--- src/rtl/alu_seq_if.sv ---
// Handshake/operand bundle for alu_seq: producer/consumer side uses master,
// the ALU itself uses slave.
interface alu_seq_if #(
    parameter int WIDTH = 8
);
    logic             in_valid;
    logic             in_ready;
    logic [WIDTH-1:0] a;
    logic [WIDTH-1:0] b;
    logic [2:0]       op;
    logic             out_valid;
    logic             out_ready;
    logic [WIDTH-1:0] result;
    logic             zero;
    logic             carry;
    logic             overflow;
    logic             negative;

    modport master (
        output in_valid, a, b, op, out_ready,
        input  in_ready, out_valid, result, zero, carry, overflow, negative
    );

    modport slave (
        input  in_valid, a, b, op, out_ready,
        output in_ready, out_valid, result, zero, carry, overflow, negative
    );
endinterface

--- src/rtl/alu_seq.sv ---
// Registered ALU with valid/ready handshake and a WIDTH-cycle shift-add multiplier.
// Define ALU_SAT_EN to make ADD/SUB saturate on signed overflow instead of wrapping.
module alu_seq #(
    parameter int WIDTH = 8,
    parameter int CNT_W = $clog2(WIDTH) + 1
) (
    input  logic       clk,
    input  logic       rst_n,
    alu_seq_if.slave   bus
);
    localparam logic [2:0] OP_ADD = 3'b000;
    localparam logic [2:0] OP_SUB = 3'b001;
    localparam logic [2:0] OP_AND = 3'b010;
    localparam logic [2:0] OP_OR  = 3'b011;
    localparam logic [2:0] OP_SLT = 3'b100;
    localparam logic [2:0] OP_XOR = 3'b101;
    localparam logic [2:0] OP_SLL = 3'b110;
    localparam logic [2:0] OP_MUL = 3'b111;
    localparam logic [WIDTH:0] SHIFT_LIM = (WIDTH + 1)'(WIDTH);

    typedef enum logic [1:0] {IDLE, BUSY, DONE} state_t;

    state_t             r_state;
    logic               r_inReady;
    logic               r_outValid;
    logic [WIDTH-1:0]   r_result;
    logic               r_zero;
    logic               r_carry;
    logic               r_overflow;
    logic               r_negative;
    logic [2*WIDTH-1:0] r_mcand;
    logic [WIDTH-1:0]   r_mplier;
    logic [2*WIDTH-1:0] r_acc;
    logic [CNT_W-1:0]   r_cnt;

    logic [WIDTH:0]     w_sum;
    logic [WIDTH:0]     w_diff;
    logic [WIDTH-1:0]   w_result;
    logic               w_carry;
    logic               w_overflow;
    logic [2*WIDTH-1:0] w_accNext;

    always_comb begin
        w_sum      = {1'b0, bus.a} + {1'b0, bus.b};
        w_diff     = {1'b0, bus.a} - {1'b0, bus.b};
        w_result   = '0;
        w_carry    = 1'b0;
        w_overflow = 1'b0;
        case (bus.op)
            OP_ADD: begin
                w_result   = w_sum[WIDTH-1:0];
                w_carry    = w_sum[WIDTH];
                w_overflow = (bus.a[WIDTH-1] == bus.b[WIDTH-1]) && (w_sum[WIDTH-1] != bus.a[WIDTH-1]);
            end
            OP_SUB: begin
                // The borrow out of the extended subtraction is exactly a < b unsigned.
                w_result   = w_diff[WIDTH-1:0];
                w_carry    = w_diff[WIDTH];
                w_overflow = (bus.a[WIDTH-1] != bus.b[WIDTH-1]) && (w_diff[WIDTH-1] != bus.a[WIDTH-1]);
            end
            OP_AND:  w_result = bus.a & bus.b;
            OP_OR:   w_result = bus.a | bus.b;
            OP_SLT:  w_result = {{(WIDTH-1){1'b0}}, ($signed(bus.a) < $signed(bus.b))};
            OP_XOR:  w_result = bus.a ^ bus.b;
            OP_SLL:  w_result = ({1'b0, bus.b} >= SHIFT_LIM) ? '0 : (bus.a << bus.b);
            default: w_result = '0;
        endcase
`ifdef ALU_SAT_EN
        // Overflow only happens when the true result's sign is a's sign, so a's MSB picks the rail.
        if (w_overflow) begin
            w_result = {bus.a[WIDTH-1], {(WIDTH-1){~bus.a[WIDTH-1]}}};
        end
`endif
    end

    assign w_accNext = r_mplier[0] ? (r_acc + r_mcand) : r_acc;

    always_ff @(posedge clk or negedge rst_n) begin
        if (!rst_n) begin
            r_state    <= IDLE;
            r_inReady  <= 1'b1;
            r_outValid <= 1'b0;
            r_result   <= '0;
            r_zero     <= 1'b0;
            r_carry    <= 1'b0;
            r_overflow <= 1'b0;
            r_negative <= 1'b0;
            r_mcand    <= '0;
            r_mplier   <= '0;
            r_acc      <= '0;
            r_cnt      <= '0;
        end else begin
            case (r_state)
                IDLE: begin
                    if (bus.in_valid) begin
                        r_inReady <= 1'b0;
                        if (bus.op == OP_MUL) begin
                            r_mcand  <= {{WIDTH{1'b0}}, bus.a};
                            r_mplier <= bus.b;
                            r_acc    <= '0;
                            r_cnt    <= CNT_W'(WIDTH);
                            r_state  <= BUSY;
                        end else begin
                            r_result   <= w_result;
                            r_zero     <= (w_result == '0);
                            r_negative <= w_result[WIDTH-1];
                            r_carry    <= w_carry;
                            r_overflow <= w_overflow;
                            r_outValid <= 1'b1;
                            r_state    <= DONE;
                        end
                    end
                end
                BUSY: begin
                    r_acc    <= w_accNext;
                    r_mcand  <= r_mcand << 1;
                    r_mplier <= r_mplier >> 1;
                    r_cnt    <= r_cnt - 1'b1;
                    // Final iteration: publish the product straight from the adder output.
                    if (r_cnt == CNT_W'(1)) begin
                        r_result   <= w_accNext[WIDTH-1:0];
                        r_zero     <= (w_accNext[WIDTH-1:0] == '0);
                        r_negative <= w_accNext[WIDTH-1];
                        r_carry    <= |w_accNext[2*WIDTH-1:WIDTH];
                        r_overflow <= 1'b0;
                        r_outValid <= 1'b1;
                        r_state    <= DONE;
                    end
                end
                DONE: begin
                    if (bus.out_ready) begin
                        r_outValid <= 1'b0;
                        r_inReady  <= 1'b1;
                        r_state    <= IDLE;
                    end
                end
                default: begin
                    r_state    <= IDLE;
                    r_inReady  <= 1'b1;
                    r_outValid <= 1'b0;
                end
            endcase
        end
    end

    assign bus.in_ready  = r_inReady;
    assign bus.out_valid = r_outValid;
    assign bus.result    = r_result;
    assign bus.zero      = r_zero;
    assign bus.carry     = r_carry;
    assign bus.overflow  = r_overflow;
    assign bus.negative  = r_negative;
endmodule

--- src/flat_wrapper.sv ---
// flat-port wrapper written by rule: the top's interface ports become plain ports
module alu_seq_flat 
#(
    parameter int WIDTH = 8,
    parameter int CNT_W = $clog2(WIDTH) + 1
)
  (clk, rst_n, bus_in_valid, bus_a, bus_b, bus_op, bus_out_ready, bus_in_ready, bus_out_valid, bus_result, bus_zero, bus_carry, bus_overflow, bus_negative);
  alu_seq_if #(.WIDTH(WIDTH)) bus_i ();
  input  logic clk;
  input  logic rst_n;
  input wire logic [$bits(bus_i.in_valid)-1:0] bus_in_valid;
  input wire logic [$bits(bus_i.a)-1:0] bus_a;
  input wire logic [$bits(bus_i.b)-1:0] bus_b;
  input wire logic [$bits(bus_i.op)-1:0] bus_op;
  input wire logic [$bits(bus_i.out_ready)-1:0] bus_out_ready;
  output wire logic [$bits(bus_i.in_ready)-1:0] bus_in_ready;
  output wire logic [$bits(bus_i.out_valid)-1:0] bus_out_valid;
  output wire logic [$bits(bus_i.result)-1:0] bus_result;
  output wire logic [$bits(bus_i.zero)-1:0] bus_zero;
  output wire logic [$bits(bus_i.carry)-1:0] bus_carry;
  output wire logic [$bits(bus_i.overflow)-1:0] bus_overflow;
  output wire logic [$bits(bus_i.negative)-1:0] bus_negative;
  assign bus_i.in_valid = bus_in_valid;
  assign bus_i.a = bus_a;
  assign bus_i.b = bus_b;
  assign bus_i.op = bus_op;
  assign bus_i.out_ready = bus_out_ready;
  assign bus_in_ready = bus_i.in_ready;
  assign bus_out_valid = bus_i.out_valid;
  assign bus_result = bus_i.result;
  assign bus_zero = bus_i.zero;
  assign bus_carry = bus_i.carry;
  assign bus_overflow = bus_i.overflow;
  assign bus_negative = bus_i.negative;
  alu_seq #(.WIDTH(WIDTH), .CNT_W(CNT_W)) u_core (.clk(clk), .rst_n(rst_n), .bus(bus_i));
endmodule
--- config.mk ---
export PLATFORM = sky130hd
export DESIGN_NAME = alu_seq_flat
export DESIGN_NICKNAME = d
export VERILOG_FILES = /design/src/rtl/alu_seq_if.sv /design/src/rtl/alu_seq.sv /design/src/flat_wrapper.sv
export SDC_FILE = /design/constraint.sdc
export NUM_CORES = 1
export LEC_CHECK = 0
export ABC_AREA = 1
export ABC_CLOCK_PERIOD_IN_PS = 1950
export CAP_MARGIN = 20
export CORE_MARGIN = 10
export CORE_UTILIZATION = 45
export CTS_CLUSTER_DIAMETER = 30
export DETAILED_ROUTE_END_ITERATION = 8
export GPL_TIMING_DRIVEN = 0
export HOLD_SLACK_MARGIN = 0.02
export PLACE_DENSITY = 0.69
export SYNTH_ARGS = -nofsm -noshare
export SYNTH_HDL_FRONTEND = slang
export SYNTH_SLANG_ARGS = --single-unit
--- constraint.sdc ---
create_clock -name clk -period 1.95 [get_ports clk]
set_input_delay 0.195 -clock clk [delete_from_list [all_inputs] [get_ports clk]]
set_output_delay 0.195 -clock clk [all_outputs]
set_load 0.05 [all_outputs]
After elaboration in Yosys (flattened, before gate mapping)
Index checks and enable logic that the tools add are counted.
W data, S select, Z words.
{"block": "totals", "regBits": 60, "input_bits": 23, "wordCells": 105, "out_inout_bits": 14}
{"block": "classes", "order_cmp": 2, "eq_ne": 19, "shifts": 1, "add_sub_neg": 4, "bitwise": 4, "n_reduce_logical": 13, "muxes": 50}
{"cell": "$mux W16", "n": 5}
{"cell": "$pmux W16 S2", "n": 2}
{"cell": "$pmux W8 S7", "n": 1}
{"cell": "$mux W8", "n": 6}
{"cell": "$pmux W8 S2", "n": 2}
{"cell": "$mux W1", "n": 18}
{"cell": "$add A16 B16 Y16", "n": 1}
{"cell": "$logic_not A8 Y1", "n": 2}
{"cell": "$eq A3 B3 Y1 const B", "n": 4}
{"cell": "$pmux W1 S2", "n": 6}
{"cell": "$add A8 B8 Y9", "n": 1}
{"cell": "$reduce_and A3 Y1", "n": 3}
{"cell": "$sub A8 B8 Y9", "n": 1}
{"cell": "$and A8 B8 Y8", "n": 1}
{"cell": "$ge A8 B4 Y1 const B", "n": 1}
{"cell": "$lt A8 B8 Y1", "n": 1}
{"cell": "$mux W2", "n": 4}
{"cell": "$mux W4", "n": 2}
{"cell": "$or A8 B8 Y8", "n": 1}
{"cell": "$pmux W4 S2", "n": 1}
{"cell": "$reduce_and A4 Y1", "n": 2}
{"cell": "$reduce_or A8 Y1", "n": 1}
{"cell": "$shl A8 B8 Y8", "n": 1}
{"cell": "$xor A8 B8 Y8", "n": 1}
{"cell": "17 further kinds", "n": 25}

Depth between registers and ports, before layout
{"block": "logic_depth", "depth_word": 7, "ltp_mapped": 15, "ltp_nobuf": 15}

Least setup slack after synthesis
No wires, ideal clock.
{"block": "synth_path", "path_type": "register to register", "from": "register u_core.r_acc[0]", "to": "register u_core.r_carry (netlist: u_core.bus.carry)", "n_path_buf": 0, "setup_ns": 0.118, "stages_incl_launch_ff": 15, "arrival_ns": 1.881, "path_slack_ns": -0.049, "period_less_slack_ns": 1.999, "required_time_ns": 1.832, "cell_sequence": "dfrtp_1 > ha_1 > fa_1 > nand3_1 > nand3_1 > nand2_1 > nand2_1 > nand2_1 > nand3_1 > o21ai_0 > nand3_1 > nor2_1 > nand3_1 > nand2_1 > nand2_1"}
{"block": "synth_via", "elab_chain_cells": 5}
{"item": "from (decl)", "line": "alu_seq.sv:33", "rtl": "logic [2*WIDTH-1:0] r_acc;"}
{"item": "from (signal assigned)", "line": "alu_seq.sv:115", "rtl": "r_acc <= w_accNext;"}
{"item": "$add A16 B16 Y16", "line": "alu_seq.sv:76", "rtl": "assign w_accNext = r_mplier[0] ? (r_acc + r_mcand) : r_acc;"}
{"item": "$mux W16", "line": "alu_seq.sv:76"}
{"item": "$reduce_or A8 Y1", "line": "alu_seq.sv:124", "rtl": "r_carry <= |w_accNext[2*WIDTH-1:WIDTH];"}
{"item": "$mux W1", "line": "alu_seq.sv:120", "rtl": "if (r_cnt == CNT_W'(1)) begin"}
{"item": "$pmux W1 S2", "line": "alu_seq.sv:93", "rtl": "case (r_state)"}
{"item": "to (signal assigned)", "line": "alu_seq.sv:107", "rtl": "r_carry <= w_carry;"}
{"item": "to (signal assigned)", "line": "alu_seq.sv:124"}
{"item": "to (decl)", "line": "alu_seq.sv:28", "rtl": "logic r_carry;"}
No other way between the ends. The select of a mux whose other input is x is not followed.
A chain may end at the register's enable or synchronous reset.

Final worst setup path
{"block": "layout_path", "from": "register u_core.r_mcand[0]", "to": "register u_core.r_carry (netlist: u_core.bus.carry)"}
{"block": "layout_via", "elab_chain_cells": 5}
{"item": "from (decl)", "line": "alu_seq.sv:31", "rtl": "logic [2*WIDTH-1:0] r_mcand;"}
{"item": "from (signal assigned)", "line": "alu_seq.sv:98", "rtl": "r_mcand <= {{WIDTH{1'b0}}, bus.a};"}
{"item": "from (signal assigned)", "line": "alu_seq.sv:116", "rtl": "r_mcand <= r_mcand << 1;"}
{"item": "$add A16 B16 Y16", "line": "alu_seq.sv:76"}
{"item": "$mux W16", "line": "alu_seq.sv:76"}
{"item": "$reduce_or A8 Y1", "line": "alu_seq.sv:124"}
{"item": "$mux W1", "line": "alu_seq.sv:120"}
{"item": "$pmux W1 S2", "line": "alu_seq.sv:93"}
No other way between the ends. The select of a mux whose other input is x is not followed.

==> flow_summary.toml <==
[status]
status = "finished, violations left"
violations = "negative setup slack"

[floorplanning]
die_width_um = 129
fp.coreArea_um2 = 11500
die_h_um = 129
num_rows = 39
io_pins = 37
start_util = 0.465
die_area_um2 = 16700

[synthesis]
synth.top_cell.area_share = 0.271
synth_edf_count = 0
syn_area_per_cell_um2 = 6.54
synth-simple-area-share = 0.345
synth-seq-cells = 59
synth_xor_area_frac = 0.0131
synth.area.top_cells = "dfrtp_1 (27%), nand2_1 (18%), ha_1 (10%), inv_1 (8.6%), nand3_1 (6.7%)"
synth_top_family_by_area = "simple AND/OR/NAND/NOR gates"
synth.distinct_cells = 43
seq_area_frac_synth = 0.276
synth-compound-area-share = 0.130
yosys.cell_count.top_type = "nand2_1"
synth_fa_ha_area_frac = 0.112
ys_warn_count = 0
synthFlopType = "dfrtp_1"
yosysTopAreaCell = "dfrtp_1"
ys_top_cells_by_count = "nand2_1 (257), inv_1 (123), nand3_1 (72)"
syn_nets = 887
synth_area_um2 = 5350
synth_cells = 818
synth_mux_area_frac = 0
async_reset_ff_frac = 1.00

[cts]
cts_root_buffer = "clkbuf_16"
clk_path_buf_depth = 2
cts_tree = "built"
cts_buffers = 9
insertion_delay_ns = 0.33
htree_levels = 3
cts.sinks = 59
clkTransAtPathRegs_ns = 0.05

[drt]
wl_um = 16900
dr.pass1.iters = 5
vias = 5541
viasPerCell = 5.36
drc = 0
routedWlPerCell_um = 16.4
postRouteAntennaNets = 0
drtIter0Drc = 381

[critical_path]
required_ns = 2.17
ff2ff_path_depth = 14
cp-start-kind = "register"
arrival_ns = 2.39
rrSetupSlack_ns = -0.22
path_class = "register to register"
worst-path-max-fanout = 4
worst_setup_path_end_kind = "register"

[sta]
final-hold-violation-count = 0
slew_headroom = 0.501
setup_viol = 6
slew_violations = 0
period_share = 1.11
max_freq_ghz = 0.461
worst_pin_slew_ns = 0.744
rsz0062_at_grt = "yes"
finalCriticalPeriod_ns = 2.17
finClkSkew_ns = 0.0114
setup_slack_ns = -0.220

[pwr]
finalPower_uw = 8690
seq_power_share = 0.254
switching_share = 0.455
power_switching_uw = 3960
internal_power_uw = 4730
p_leak_uw = 0.00341
combPwrFrac = 0.563
power_density_nw_per_um2 = 1300
p_clk_frac = 0.183
peakVddDrop_v = 0.000956

[placed_design]
port_buffers = 34
gp_congestion = 0.998
post-dp-hpwl_um = 12600
dp_cells = 996
place_ws_ns = -0.993

[final_layout]
final_cells = 1034
final_layout_size_suffix_gt1_frac = 0.182
nNetsFinal = 955
areaGrowthSynthToFinish_pct = 25.0
diodes = 0

[grt]
antenna_found_initial = 0
grt_overflow = 0
grt_start_max_net_pins = 37
grt_use_total = 0.205
grt_pass1_wl_um = 27500
grt_pass1_vias = 5268

[hold_path]
hp-class = "primary input to register"
min_path_cells = 3

[flow_run]
max_cap_violations = 0
## what timing repair did
item,CTS,global route
resized for setup,72,60
cloned,0,0
endpoints found under the setup margin,11,17
pin swaps,20,15
hold buffers,1,0
endpoints found under the hold margin,23,0
buffers inserted,10,11
## power groups by stage
stage,registers (uW),clock network (uW),logic (uW)
finish,2210,1590,4890
global route,2270,1660,5430
CTS,2170,1600,4420
detailed placement,2120,0,3990
global placement,2110,0,3960
floorplan,2420,0,2550
## through the flow
| stage | TNS [ns] | util | hold slack [ns] | area, um2 |
|---|---|---|---|---|
| 2_1_floorplan | 0 | - | -0.101 | 5350 |
| 3_3_place_gp | -84.63 | 0.510 | 0.464 | 5870 |
| 3_5_place_dp | -10.38 | 0.511 | 0.233 | 5890 |
| 4_1_cts | -0.638 | 0.564 | 0.361 | 6500 |
| 5_1_grt | -1.76 | 0.581 | 0.262 | 6690 |
| 6_report | -0.699 | 0.581 | 0.225 | 6690 |
## worst max-delay path, stage by stage, from the launching register on
cell     delay, ns
dfrtp_1       0.38
ha_2          0.21
fa_2          0.39
nand3_2       0.11
nand3_4       0.09
nand3_2       0.10
nand3_2       0.06
nand2_1       0.06
nand3_1       0.07
o21ai_2       0.10
nand2_1       0.08
nor2_1        0.11
nand3_1       0.14
nand2_1       0.12
nand2_1       0.05
## layout by cell type (no fill, tap or decap), types with 12 or more instances in the layout
cell type and count:
dfrtp_1 55, clkdlybuf4s50_1 16, nand4_1 18, nor2_1 45, ha_1 28, inv_1 119
o22ai_1 13, nand2_2 12, o21ai_0 38, ha_4 13, o211ai_1 16, buf_4 25
nand3_1 67, nand2_1 245, a21oi_1 19
## cells by family after synthesis
group,Yosys count
and+or+nand+nor,427
buffers and inverters,158
AOI/OAI and AO/OA,120
DFF,59
adders and majority gates,46
xor gates and xnor gates,8
## per-layer routing
metal / up-vias / GRT usage / part of all wire
li1: 2773 / - / -
met1: 2554 / 0.271 / 0.46
met2: 187 / 0.338 / 0.47
met3: 27 / 0.0314 / 0.051
met4: 0 / 0.0609 / 0.021
met5: - / 0 / 0
## worst paths after layout
| path | start | to |
|---|---|---|
| setup / recovery | u_core.r_mcand[0] | u_core.bus.carry |
| hold / removal | bus_b[4] | u_core.r_mplier[4] |
| setup reg to reg | u_core.r_mcand[0] | u_core.bus.carry |
| hold reg to reg | u_core.r_cnt[3] | u_core.r_cnt[3] |
| max in group asynchronous | rst_n | u_core.bus.in_ready |
| min in group asynchronous | rst_n | u_core.r_acc[12] |
## area by class of cell
cell class | instances | area, um2
buffer | 25 | 175
clock buffer | 11 | 243
sequential | 59 | 1480
timing repair buffer | 57 | 484
inverter | 133 | 510
fill | 1150 | 4830
clock inverter | 5 | 53.8
tap | 143 | 179
multi-input combinational | 601 | 3560
## flip-flops by register name, summed over array words and instances, names as in the netlist, 2 cells and up
register,count
u_core.r_cnt,4
u_core.r_mplier,8
u_core.bus.result,8
u_core.r_mcand,16
u_core.r_state,2
u_core.r_acc,16
No activity file was read; power rests on OpenSTA's default activity.
==> variant (same settings) <==
Build with the macro `ALU_SAT_EN` defined.
--- a/src/rtl/alu_seq.sv
+++ b/src/rtl/alu_seq.sv
@@ -1,5 +1,7 @@
 // Registered ALU with valid/ready handshake and a WIDTH-cycle shift-add multiplier.
 // Define ALU_SAT_EN to make ADD/SUB saturate on signed overflow instead of wrapping.
+`define ALU_SAT_EN
+
 module alu_seq #(
     parameter int WIDTH = 8,
     parameter int CNT_W = $clog2(WIDTH) + 1
Function: changed (a bounded check fails within 4 cycles, from zero or initial values and one cycle with rst_n low).
==> variant against the original RTL <==
The run still ends with negative setup slack left. Power decreased by 1.4%. Area after synthesis down 2.0%. Sequential cell count unchanged. Routed wire length is 2.6% higher. Die area is 1.7% lower. Worst setup slack better by 0.047 ns. Global-route usage rose by 0.63 points. Non-clock buffer count increased by 1. Synthesized cell count decreased by 4.0%. Hold slack worse by 0.0094 ns. Final area is 0.52% higher. First-iteration DRC count increased by 14%. Critical path type unchanged.
==> variant: results (changes against the original RTL) <==
Run status
  – Outcome: finished, violations left
  – Failing checks: negative setup slack

Pwr
  – Pint: 4.579 mW (-3.2%)
  – Comb pwr share: 55.7% (-0.6 points)
  – Leak: 3.232 nW (-5.2%)
  – VDD IR-drop max: 0.0009758 V (+2.1%)

Synthesis
  – Compound-Gate Fraction of Synth Area: 16.47% (+3.5 points)
  – Synth cell types: 46 (+7.0%)
  – Synth Area in XOR/XNOR: 1.504% (+0.19 points)
  – Synth top cells by count: nand2_1 (203), inv_1 (103), nand3_1 (73)
  – Synthesized Nets: 855 (-3.6%)
  – Sequential area share after synthesis: 28.19% (+0.57 points)

Layout
  – Final clock-cell share: 4.409% (-0.023 points)
  – Multi-input gate share of total cell area: 54.23% (+0.97 points)
  – Sequential cell area share: 21.99% (-0.15 points)
  – Nonclk buf count: 83 (+1.2%)
  – Inverters: 116 (-13%)
  – Nets: 925 (-3.1%)
  – Filler instances: 1,050 (-8.7%)
  – Multi-input comb cells: 586 (-2.5%)

STA
  – Final WS setup: -0.1733 ns (+0.04715 ns)
  – Final Setup Violations: 5 (-1)

Place
  – RD Place Congestion: 0.9471 (-5.1%)
  – Dpl ws: -0.9715 ns (+0.02195 ns)
  – DP Wirelength: 13,280 µm (+5.0%)

Global routing
  – Met3 usage: 3.639% (+0.50 points)
  – Largest net degree at the start of global routing: 38 (+2.7%)
  – Vias in the first global route: 5,516 (+4.7%)
  – GR met1 Demand/Resource: 24.91% (-2.2 points)
  – Global-route usage over all layers: 21.10% (+0.63 points)
  – First-pass GRT wire length: 27,910 µm (+1.5%)

Drt
  – Wire length per cell: 17.33 µm (+5.8%)
  – Starting DRC count in detailed routing: 434 (+14%)
  – Vias per cell: 5.576 (+4.1%)

Setup path
  – Worst EP arrival: 2.35 ns (-0.04 ns)
  – Slowest-stage cell, CP: dfrtp_1

Hold path
  – Hold path endpoint: u_core.r_mplier[5]$_DFFE_PN0P_

CTS
  – Post-CTS Setup Bufs: 6 (-4)
  – Resize count post-CTS: 104 (+44%)
## variant: changes by cell type after synthesis, moves of 3 or more
cell      change
o211ai_1      -3
a21oi_1       +7
nor2_2        +5
buf_4         -3
buf_6         -3
nand2_2       +6
o21ai_1       +5
o21ai_0      +17
clkbuf_1      +5
nand2_1      -54
a22o_1        +4
inv_1        -20
o22ai_1       -3
## variant: worst reg2reg max path: cells and delay by family (launching register included)
family	cells	cell delay, ns
simple gates	10	0.95
compound gates	1	0.07
buf+inv	1	0.03
fa+ha+maj	2	0.55
flops	1	0.41
## variant: metrics by stage
step                      setup TNS (ns)  std cells  utilization, %  area, µm²  hold WS, ns
after global routing              -1.519       1003           58.90       6725       0.2447
after detailed placement          -22.14        965           50.85       5807       0.1935
after floorplan                        0        785               -       5253      -0.1006
after global placement            -87.80        964           50.72       5792       0.4648
final                            -0.6376       1003           58.90       6725       0.2161
after CTS                        -0.6150        988           55.88       6381       0.2549
## variant: worst max-delay path by stage
stage,from,endpoint,slack (ns),cells past startpoint
floorplan,u_core.r_acc[0]$_DFFE_PN0P_,u_core.bus.zero$_DFFE_PN0P_,0.0001,12
global placement,rst_n,u_core.r_mplier[5]$_DFFE_PN0P_,-1.15,1
detailed placement,bus_b[1],u_core.bus.zero$_DFFE_PN0P_,-0.97,17
CTS,u_core.r_mcand[0]$_DFFE_PN0P_,u_core.bus.zero$_DFFE_PN0P_,-0.22,11
global route,u_core.r_mcand[1]$_DFFE_PN0P_,u_core.bus.carry$_DFFE_PN0P_,-0.28,15
finish,u_core.r_acc[0]$_DFFE_PN0P_,u_core.bus.carry$_DFFE_PN0P_,-0.17,14
## variant: per-layer routing
layer  part of all wire, %  up-vias
li1                      -     2725
met1                    41     2642
met2                    50      183
met3                   5.3       43
met4                   3.7        0
met5                     0        -
